## src/rtl/mips16_alu_pkg.sv

```systemverilog
// rtl/mips16_alu_pkg.sv - shared MIPS-16 ALU defaults and flag type
package mips16_alu_pkg;

    localparam int DEF_ADD_WIDTH  = 16;
    localparam int DEF_ADD_STAGES = 2;

    typedef struct packed {
        logic cout;
        logic ovf;
        logic zero;
    } alu_flags_t;

endpackage

```

## src/rtl/adder_slice.sv

```systemverilog
// rtl/adder_slice.sv - combinational SLICE-bit ripple adder built from half-adder pairs
// Ports: a, b, cin -> s (SLICE bits), cout (carry out of the slice MSB),
//        c_msb (carry into the slice MSB, needed for signed overflow)
module adder_slice #(
    parameter int SLICE = 8
) (
    input  logic [SLICE-1:0] a,
    input  logic [SLICE-1:0] b,
    input  logic             cin,
    output logic [SLICE-1:0] s,
    output logic             cout,
    output logic             c_msb
);

    logic [SLICE:0] c;

    always_comb begin
        logic h_s;
        logic h_c;
        c    = '0;
        s    = '0;
        c[0] = cin;
        for (int i = 0; i < SLICE; i++) begin
            // first half adder: operand bits; second: partial sum plus carry
            h_s      = a[i] ^ b[i];
            h_c      = a[i] & b[i];
            s[i]     = h_s ^ c[i];
            c[i + 1] = h_c | (h_s & c[i]);
        end
    end

    assign cout  = c[SLICE];
    assign c_msb = c[SLICE-1];

endmodule

```

## src/rtl/pipe_adder.sv

```systemverilog
// rtl/pipe_adder.sv - pipelined carry-chain adder, one SLICE-bit slice per stage
// Optional feature macro: PIPE_ADDER_SUB_EN adds input sub (a + ~b + 1, cin ignored).
// Ports: clk, rst_n (async, active low)
//        in_valid/in_ready, a, b, cin [, sub]  - operand side
//        out_valid/out_ready, sum, cout, ovf, zero - result side
module pipe_adder
    import mips16_alu_pkg::*;
#(
    parameter int WIDTH  = DEF_ADD_WIDTH,
    parameter int STAGES = DEF_ADD_STAGES
) (
    input  logic             clk,
    input  logic             rst_n,
    input  logic             in_valid,
    output logic             in_ready,
    input  logic [WIDTH-1:0] a,
    input  logic [WIDTH-1:0] b,
    input  logic             cin,
`ifdef PIPE_ADDER_SUB_EN
    input  logic             sub,
`endif
    output logic             out_valid,
    input  logic             out_ready,
    output logic [WIDTH-1:0] sum,
    output logic             cout,
    output logic             ovf,
    output logic             zero
);

    localparam int SLICE = WIDTH / STAGES;

    if (STAGES < 1 || STAGES > WIDTH || (WIDTH % STAGES) != 0) begin : g_bad_cfg
        $fatal(1, "pipe_adder: WIDTH must be a multiple of STAGES and STAGES in 1..WIDTH");
    end

    logic [WIDTH-1:0]  b_eff;
    logic              cin_eff;
    logic [STAGES-1:0] valid_q;
    logic [STAGES-1:0] adv;
    logic              init_q;
    logic              accept;
    alu_flags_t        flags;

`ifdef PIPE_ADDER_SUB_EN
    assign b_eff   = sub ? ~b : b;
    assign cin_eff = sub | cin;
`else
    assign b_eff   = b;
    assign cin_eff = cin;
`endif

    // Advance chain runs from the output back to stage 0 so a full pipe can
    // shift in the same cycle the consumer takes a result.
    always_comb begin
        adv = '0;
        adv[STAGES-1] = valid_q[STAGES-1] & out_ready;
        for (int k = STAGES - 2; k >= 0; k--) begin
            adv[k] = valid_q[k] & (~valid_q[k+1] | adv[k+1]);
        end
    end

    // init_q keeps in_ready low until the first edge after reset release.
    assign in_ready = init_q & (~valid_q[0] | adv[0]);
    assign accept   = in_valid & in_ready;

    always_ff @(posedge clk or negedge rst_n) begin
        if (!rst_n) begin
            valid_q <= '0;
            init_q  <= 1'b0;
        end else begin
            init_q     <= 1'b1;
            valid_q[0] <= accept | (valid_q[0] & ~adv[0]);
            for (int k = 1; k < STAGES; k++) begin
                valid_q[k] <= adv[k-1] | (valid_q[k] & ~adv[k]);
            end
        end
    end

    for (genvar k = 0; k < STAGES; k++) begin : g_stage
        localparam int LO = k * SLICE;
        localparam int HI = LO + SLICE;

        logic [WIDTH-LO-1:0] op_a;      // operand bits not yet added, bit 0 = bit LO
        logic [WIDTH-LO-1:0] op_b;
        logic                c_in;
        logic                load;
        logic [SLICE-1:0]    s_sl;
        logic                c_out;
        logic                c_msb;
        logic [HI-1:0]       psum_d;
        logic [HI-1:0]       psum_q;
        logic                carry_q;
        logic                cmsb_q;

        if (k == 0) begin : g_head
            assign op_a   = a;
            assign op_b   = b_eff;
            assign c_in   = cin_eff;
            assign load   = accept;
            assign psum_d = s_sl;
        end else begin : g_body
            assign op_a   = g_stage[k-1].g_rem.rem_a_q;
            assign op_b   = g_stage[k-1].g_rem.rem_b_q;
            assign c_in   = g_stage[k-1].carry_q;
            assign load   = adv[k-1];
            assign psum_d = {s_sl, g_stage[k-1].psum_q};
        end

        adder_slice #(
            .SLICE (SLICE)
        ) u_slice (
            .a     (op_a[SLICE-1:0]),
            .b     (op_b[SLICE-1:0]),
            .cin   (c_in),
            .s     (s_sl),
            .cout  (c_out),
            .c_msb (c_msb)
        );

        // Registers only load on a transfer, so idle stages keep their last
        // (known) contents and never push undriven input bits downstream.
        always_ff @(posedge clk or negedge rst_n) begin
            if (!rst_n) begin
                psum_q  <= '0;
                carry_q <= 1'b0;
                cmsb_q  <= 1'b0;
            end else if (load) begin
                psum_q  <= psum_d;
                carry_q <= c_out;
                cmsb_q  <= c_msb;
            end
        end

        if (k < STAGES - 1) begin : g_rem
            logic [WIDTH-HI-1:0] rem_a_q;
            logic [WIDTH-HI-1:0] rem_b_q;
            // carry into a slice MSB only matters once that MSB is the word MSB
            logic                unused_cmsb;

            assign unused_cmsb = cmsb_q;

            always_ff @(posedge clk or negedge rst_n) begin
                if (!rst_n) begin
                    rem_a_q <= '0;
                    rem_b_q <= '0;
                end else if (load) begin
                    rem_a_q <= op_a[WIDTH-LO-1:SLICE];
                    rem_b_q <= op_b[WIDTH-LO-1:SLICE];
                end
            end
        end
    end

    assign out_valid  = valid_q[STAGES-1];
    assign sum        = g_stage[STAGES-1].psum_q;
    assign flags.cout = g_stage[STAGES-1].carry_q;
    assign flags.ovf  = g_stage[STAGES-1].cmsb_q ^ g_stage[STAGES-1].carry_q;
    // gated so the reset/idle state reports zero=0 rather than "sum is 0"
    assign flags.zero = valid_q[STAGES-1] & ~|g_stage[STAGES-1].psum_q;

    assign cout = flags.cout;
    assign ovf  = flags.ovf;
    assign zero = flags.zero;

endmodule

```

## config.mk

```make
export PLATFORM = sky130hd
export DESIGN_NAME = pipe_adder
export DESIGN_NICKNAME = d
export VERILOG_FILES = /design/src/rtl/mips16_alu_pkg.sv /design/src/rtl/adder_slice.sv /design/src/rtl/pipe_adder.sv
export SDC_FILE = /design/constraint.sdc
export NUM_CORES = 1
export LEC_CHECK = 0
export CORE_ASPECT_RATIO = 0.75
export CORE_UTILIZATION = 45
export CTS_BUF_LIST = sky130_fd_sc_hd__clkbuf_4
export DETAILED_ROUTE_END_ITERATION = 6
export PLACE_DENSITY = 0.86
export RECOVER_POWER = 25
export SETUP_SLACK_MARGIN = 0.3
export SLEW_MARGIN = 25
export SYNTH_ARGS = -nofsm -noshare
export SYNTH_HDL_FRONTEND = slang
export SYNTH_SLANG_ARGS = --single-unit
```

## constraint.sdc

```tcl
create_clock -name clk -period 3.4 [get_ports clk]
set_clock_uncertainty 0.15 [all_clocks]
set_input_delay 0.34 -clock clk [delete_from_list [all_inputs] [get_ports clk]]
set_output_delay 0.34 -clock clk [all_outputs]
set_load 0.005 [all_outputs]
```

# --- Yosys cells after proc, flatten, opt, wreduce, memory -nomap -nowiden ---
# Cells that the tools add are included.
totals:
  ff_bits: 46
  in_bits: 37
  out_inout_bits: 21
  elab_cells: 107
classes:
  bitwise: 96
  reduce_logical: 2
ops:
  columns: ["cell", "n"]
  rows:
  - ["$and 1x1->1", 39]
  - ["$xor 1x1->1", 33]
  - ["$or 1x1->1", 20]
  - ["$reduce_or 16->1", 1]
  - ["$not 1->1", 4]
  - ["$logic_not 1->1", 1]

# --- Longest topological paths before layout ---
depth:
  depth_word: 17
  mapped_depth: 13
  depth_no_buf: 13

# --- Modules after synthesis ---
# Synthesis repeated with hierarchy kept, for this count alone.
unflattened:
  hier_cells: 145
  hier_area_um2: 2268.4
modules_own_cells:
  columns: ["mod", "instances", "cells_per_inst", "area_each_um2", "seq_area_each_um2"]
  rows:
  - ["pipe_adder", 1, 109, 1873.0, 1151.1]
  - ["adder_slice", 2, 18, 197.7, 0.0]

# --- Worst setup path after synthesis ---
# Ideal clock, no wire load.
synth_path:
  path_type: "flip-flop to flip-flop"
  startpoint: "register g_stage[0].carry_q"
  endpoint: "register g_stage[1].psum_q[15], in the netlist sum[15]"
  setup_time_ps: 125
  arrival_time_ps: 3416
  required_ps: 3125
  slack_ps: -291
  path_stages_with_launch: 14
  n_path_buf: 0
  synth_period_minus_slack_ps: 3691
  path_cell_list: "dfrtp_1 inv_1 fa_1 inv_1 fa_1 fa_1 fa_1 fa_1 fa_1 inv_1 fa_1 inv_1 fa_1 mux2_2"
synth_between:
  elab_chain_len: 15
synth_rtl:
  columns: ["item", "line", "rtl"]
  rows:
  - ["from (decl)", "pipe_adder.sv:92", "logic carry_q;"]
  - ["from (signal assigned)", "pipe_adder.sv:129", "carry_q <= c_out;"]
  - ["$and 1x1->1", "adder_slice.sv:28", "c[i + 1] = h_c | (h_s & c[i]);"]
  - ["$or 1x1->1", "adder_slice.sv:28", null]
  - ["$and 1x1->1", "adder_slice.sv:28", null]
  - ["$or 1x1->1", "adder_slice.sv:28", null]
  - ["$and 1x1->1", "adder_slice.sv:28", null]
  - ["$or 1x1->1", "adder_slice.sv:28", null]
  - ["$and 1x1->1", "adder_slice.sv:28", null]
  - ["$or 1x1->1", "adder_slice.sv:28", null]
  - ["$and 1x1->1", "adder_slice.sv:28", null]
  - ["$or 1x1->1", "adder_slice.sv:28", null]
  - ["$and 1x1->1", "adder_slice.sv:28", null]
  - ["$or 1x1->1", "adder_slice.sv:28", null]
  - ["$and 1x1->1", "adder_slice.sv:28", null]
  - ["$or 1x1->1", "adder_slice.sv:28", null]
  - ["named net g_stage[1].c_msb", "pipe_adder.sv:89", "logic c_msb;"]
  - ["$xor 1x1->1", "adder_slice.sv:27", "s[i] = h_s ^ c[i];"]
  - ["named net g_stage[1].s_sl[7]", "pipe_adder.sv:87", "logic [SLICE-1:0] s_sl;"]
  - ["to (signal assigned)", "pipe_adder.sv:128", "psum_q <= psum_d;"]
  - ["to (decl)", "pipe_adder.sv:91", "logic [HI-1:0] psum_q;"]
# The timed path passes the listed nets, and every way through them passes these cells.
# A chain may end at the register's enable or synchronous reset.

# --- Final worst setup path ---
# Ends and elaborated chain as after synthesis.

==> results.json <==
{
  "setup_ws_ns": -0.2977,
  "drc": 0,
  "first_pass_iters": 5,
  "synth_nets": 197,
  "cpMaxStageDelayCell": "fa_2",
  "die_y_um": 63.22,
  "initial_utilization": 0.4862,
  "fillers": 358,
  "hold_viol": 0,
  "end_kind": "flop",
  "p_leak_uw": 0.001341,
  "synth_area_um2": 2248,
  "netlist_instances": 144,
  "place_hpwl_um": 3072,
  "ios": 58,
  "cp.required_ns": 3.49,
  "synth_flop_cell": "dfrtp_1",
  "core_um2": 4624,
  "setup_viol": 2,
  "synth_cell_types": 24,
  "critPathArrivalTime_ns": 3.79,
  "clk_latency_ns": 0.35,
  "vias": 1290,
  "synth.ff_latch_count": 46,
  "internal_power_uw": 1414,
  "drt_iter0_markers": 26,
  "min_path_type": "in2reg",
  "power_density_nw_per_um2": 635.6,
  "criticalPathCategory": "reg2reg",
  "comb_power_share": 0.357,
  "via_per_inst": 4.778,
  "switching_share": 0.2708,
  "fin_nets": 265,
  "violations": "max-capacitance violations, max-slew violations, negative setup slack",
  "rsz0062_at_grt": "true",
  "p_clk_frac": 0.202,
  "period_minus_slack_ns": 3.698,
  "syn_to_final_growth_pct": 35.67,
  "num_antenna_cells": 0,
  "grt_overflow": 0,
  "grt_pass1_wl_um": 7093,
  "drv_cap": 1,
  "outcome": "finished, violations left",
  "antenna_found_initial": 0,
  "p_total_uw": 1939,
  "htree_levels": 2,
  "ant_nets": 0,
  "gp_congestion": 0.6899,
  "peakVddDrop_mv": 0.3709,
  "grt_pass1_vias": 1469,
  "numCtsBuffers": 5,
  "path_cells": "inv_2 -> fa_2 -> inv_2 -> fa_2 -> fa_2 -> fa_2 -> fa_2 -> fa_2 -> inv_2 -> fa_1 -> inv_2 -> fa_2 -> mux2_2",
  "yosysTopAreaCell": "dfrtp_1",
  "clk_pin_slew_worst_paths_ns": 0.13,
  "die_w_um": 83.62,
  "fmax_ghz": 0.2704,
  "async_flop_share": 1.000,
  "grt_max_degree": 47,
  "cp_max_fo": 2,
  "relSlewSlack": -0.6063,
  "wirelength_um": 4126,
  "synth.yosys.seq_area_share": 0.5120,
  "cts_tree": "built",
  "critical_path.top_delay_family": "adder cells",
  "clock_path_buffers": 2,
  "die_area_um2": 5286,
  "track_usage": 0.1761,
  "avgRoutedWirePerCell_um": 15.28,
  "regArea_um2": 1151,
  "pwr-share-seq": 0.441,
  "root_buffer": "clkbuf_4",
  "num_rows": 21,
  "drive_gt1_frac": 0.3803,
  "synth_warnings": 0,
  "yosys.area.top_type_share": 0.5120,
  "worst-path-buf-inv": 4,
  "multiInputGateArea_um2": 1010,
  "final_util": 0.6596,
  "max_stage_delay_ns": 0.41,
  "port_buffers": 57,
  "cp-start-kind": "flop",
  "worst_pin_slew_ns": 2.409,
  "avgSynthCellArea_um2": 15.61,
  "cts_sinks": 46,
  "cpMostUsedCell": "fa_2",
  "slew_viol_final": 47,
  "fin_crit_sh": 1.088,
  "synthTopCellsByArea": "dfrtp_1 (51%), fa_1 (14%), mux2_4 (11%), mux2_2 (9.5%), inv_1 (3.0%)",
  "synth-edff-count": 0,
  "power.switching_uw": 525.0
}
## worst reg2reg max path: stages (launching register included)
cell	delay (ns)
dfrtp_1	0.39
inv_2	0.07
fa_2	0.20
inv_2	0.04
fa_2	0.34
fa_2	0.38
fa_2	0.36
fa_2	0.36
fa_2	0.35
inv_2	0.06
fa_1	0.16
inv_2	0.05
fa_2	0.41
mux2_2	0.28
## Yosys cell counts, types with 2 or more instances
| library cell | instances |
|---|---|
| nand2_1 | 2 |
| mux2_1 | 2 |
| inv_1 | 18 |
| buf_12 | 2 |
| nand2b_1 | 2 |
| nor4_1 | 3 |
| mux2_2 | 19 |
| mux2i_1 | 4 |
| mux2_4 | 17 |
| dfrtp_1 | 46 |
| fa_1 | 16 |
## power groups by stage
stage / Clock (µW) / Combinational [µW] / Sequential, µW
finish: 392 / 693 / 854
CTS: 403 / 694 / 856
global placement: 0 / 649 / 854
global route: 429 / 756 / 881
floorplan: 0 / 305 / 842
detailed placement: 0 / 679 / 865
## state kept, by name, indices dropped and copies added (netlist names)
| signal | count |
|---|---|
| g_stage.g_rem.rem_a_q | 8 |
| g_stage.g_rem.rem_b_q | 8 |
| g_stage.psum_q | 8 |
| valid_q | 2 |
| init_q | 1 |
| g_stage.carry_q | 1 |
| sum | 16 |
| g_stage.cmsb_q | 1 |
| cout | 1 |
## path summary, 6_finish.rpt
check / from / endpoint / slack, ns / cells after the start
setup reg to reg: g_stage[0].carry_q / sum[15] / -0.30 / 13
hold reg to reg: g_stage[0].psum_q[1] / g_stage[0].psum_q[1] / 0.38 / 1
setup / recovery: g_stage[0].carry_q / sum[15] / -0.30 / 13
hold / removal: b[0] / g_stage[0].psum_q[0] / 0.26 / 4
min in group asynchronous: rst_n / sum[14] / 1.10 / 2
max in group asynchronous: rst_n / g_stage[0].psum_q[7] / 0.63 / 2
## per-layer routing
layer / track usage / vias to the layer above / wire, µm
met3: 0.04587 / 2 / 153
li1: - / 608 / -
met2: 0.3100 / 29 / 2150
met1: 0.2178 / 651 / 1798
met5: 0 / - / 0
met4: 0.04449 / 0 / 23
## through the flow
stage	cell area (µm²)	setup TNS, ns	std cells	hold WS [ns]	worst slack (ns)
floorplan	2296	-0.1693	144	-0.1056	-0.1119
global placement	2904	-2.066	258	0.3418	-0.6587
detailed placement	2904	-2.525	258	0.3465	-0.7794
CTS	3023	-0.5312	267	0.02074	-0.3020
global route	3050	-0.7304	270	0.2305	-0.4148
finish	3050	-0.4885	270	0.2555	-0.2977
## layout by cell type (no fill, tap or decap), types with 2 or more instances in the layout
cell type and instances:
fa_2 14, nand2b_1 2, nand2_1 2, fa_1 2, buf_4 7, clkbuf_4 5, nor4_1 3, dlygate4sd2_1 2
mux2_1 2, mux2_4 18, inv_2 9, bufinv_16 2, mux2i_1 4, inv_1 7, dfrtp_1 46, clkdlybuf4s50_1 51
buf_6 2, mux2_2 18
## cell families after synthesis
| logic type | count (synthesis) | share of synthesized area |
|---|---|---|
| multiplexers | 42 | 0.2365 |
| buffers and inverters | 22 | 0.05620 |
| other | 1 | 0.001668 |
| XOR/XNOR | 1 | 0.003896 |
| adder cells (fa/ha/maj) | 16 | 0.1425 |
| AO/OA/AOI/OAI | 2 | 0.005008 |
| flip-flops | 46 | 0.5120 |
| AND/OR/NAND/NOR | 14 | 0.04230 |
## timing repair
action	4_1_cts	5_1_grt
hold buffers	0	1
hold endpoints to repair	0	46
gates resized for setup	26	1
pin swaps	8	7
endpoints found under the setup margin	8	8
setup buffers	1	2
## layout make-up
cell class / instances / area share
clock buffer: 5 / 0.01231
clock inverter: 3 / 0.02092
inverter: 18 / 0.02789
multi-input combinational: 76 / 0.3310
sequential: 46 / 0.3774
tap: 57 / 0.02338
timing repair buffer: 65 / 0.2071
(Power assumes the default switching activity.)
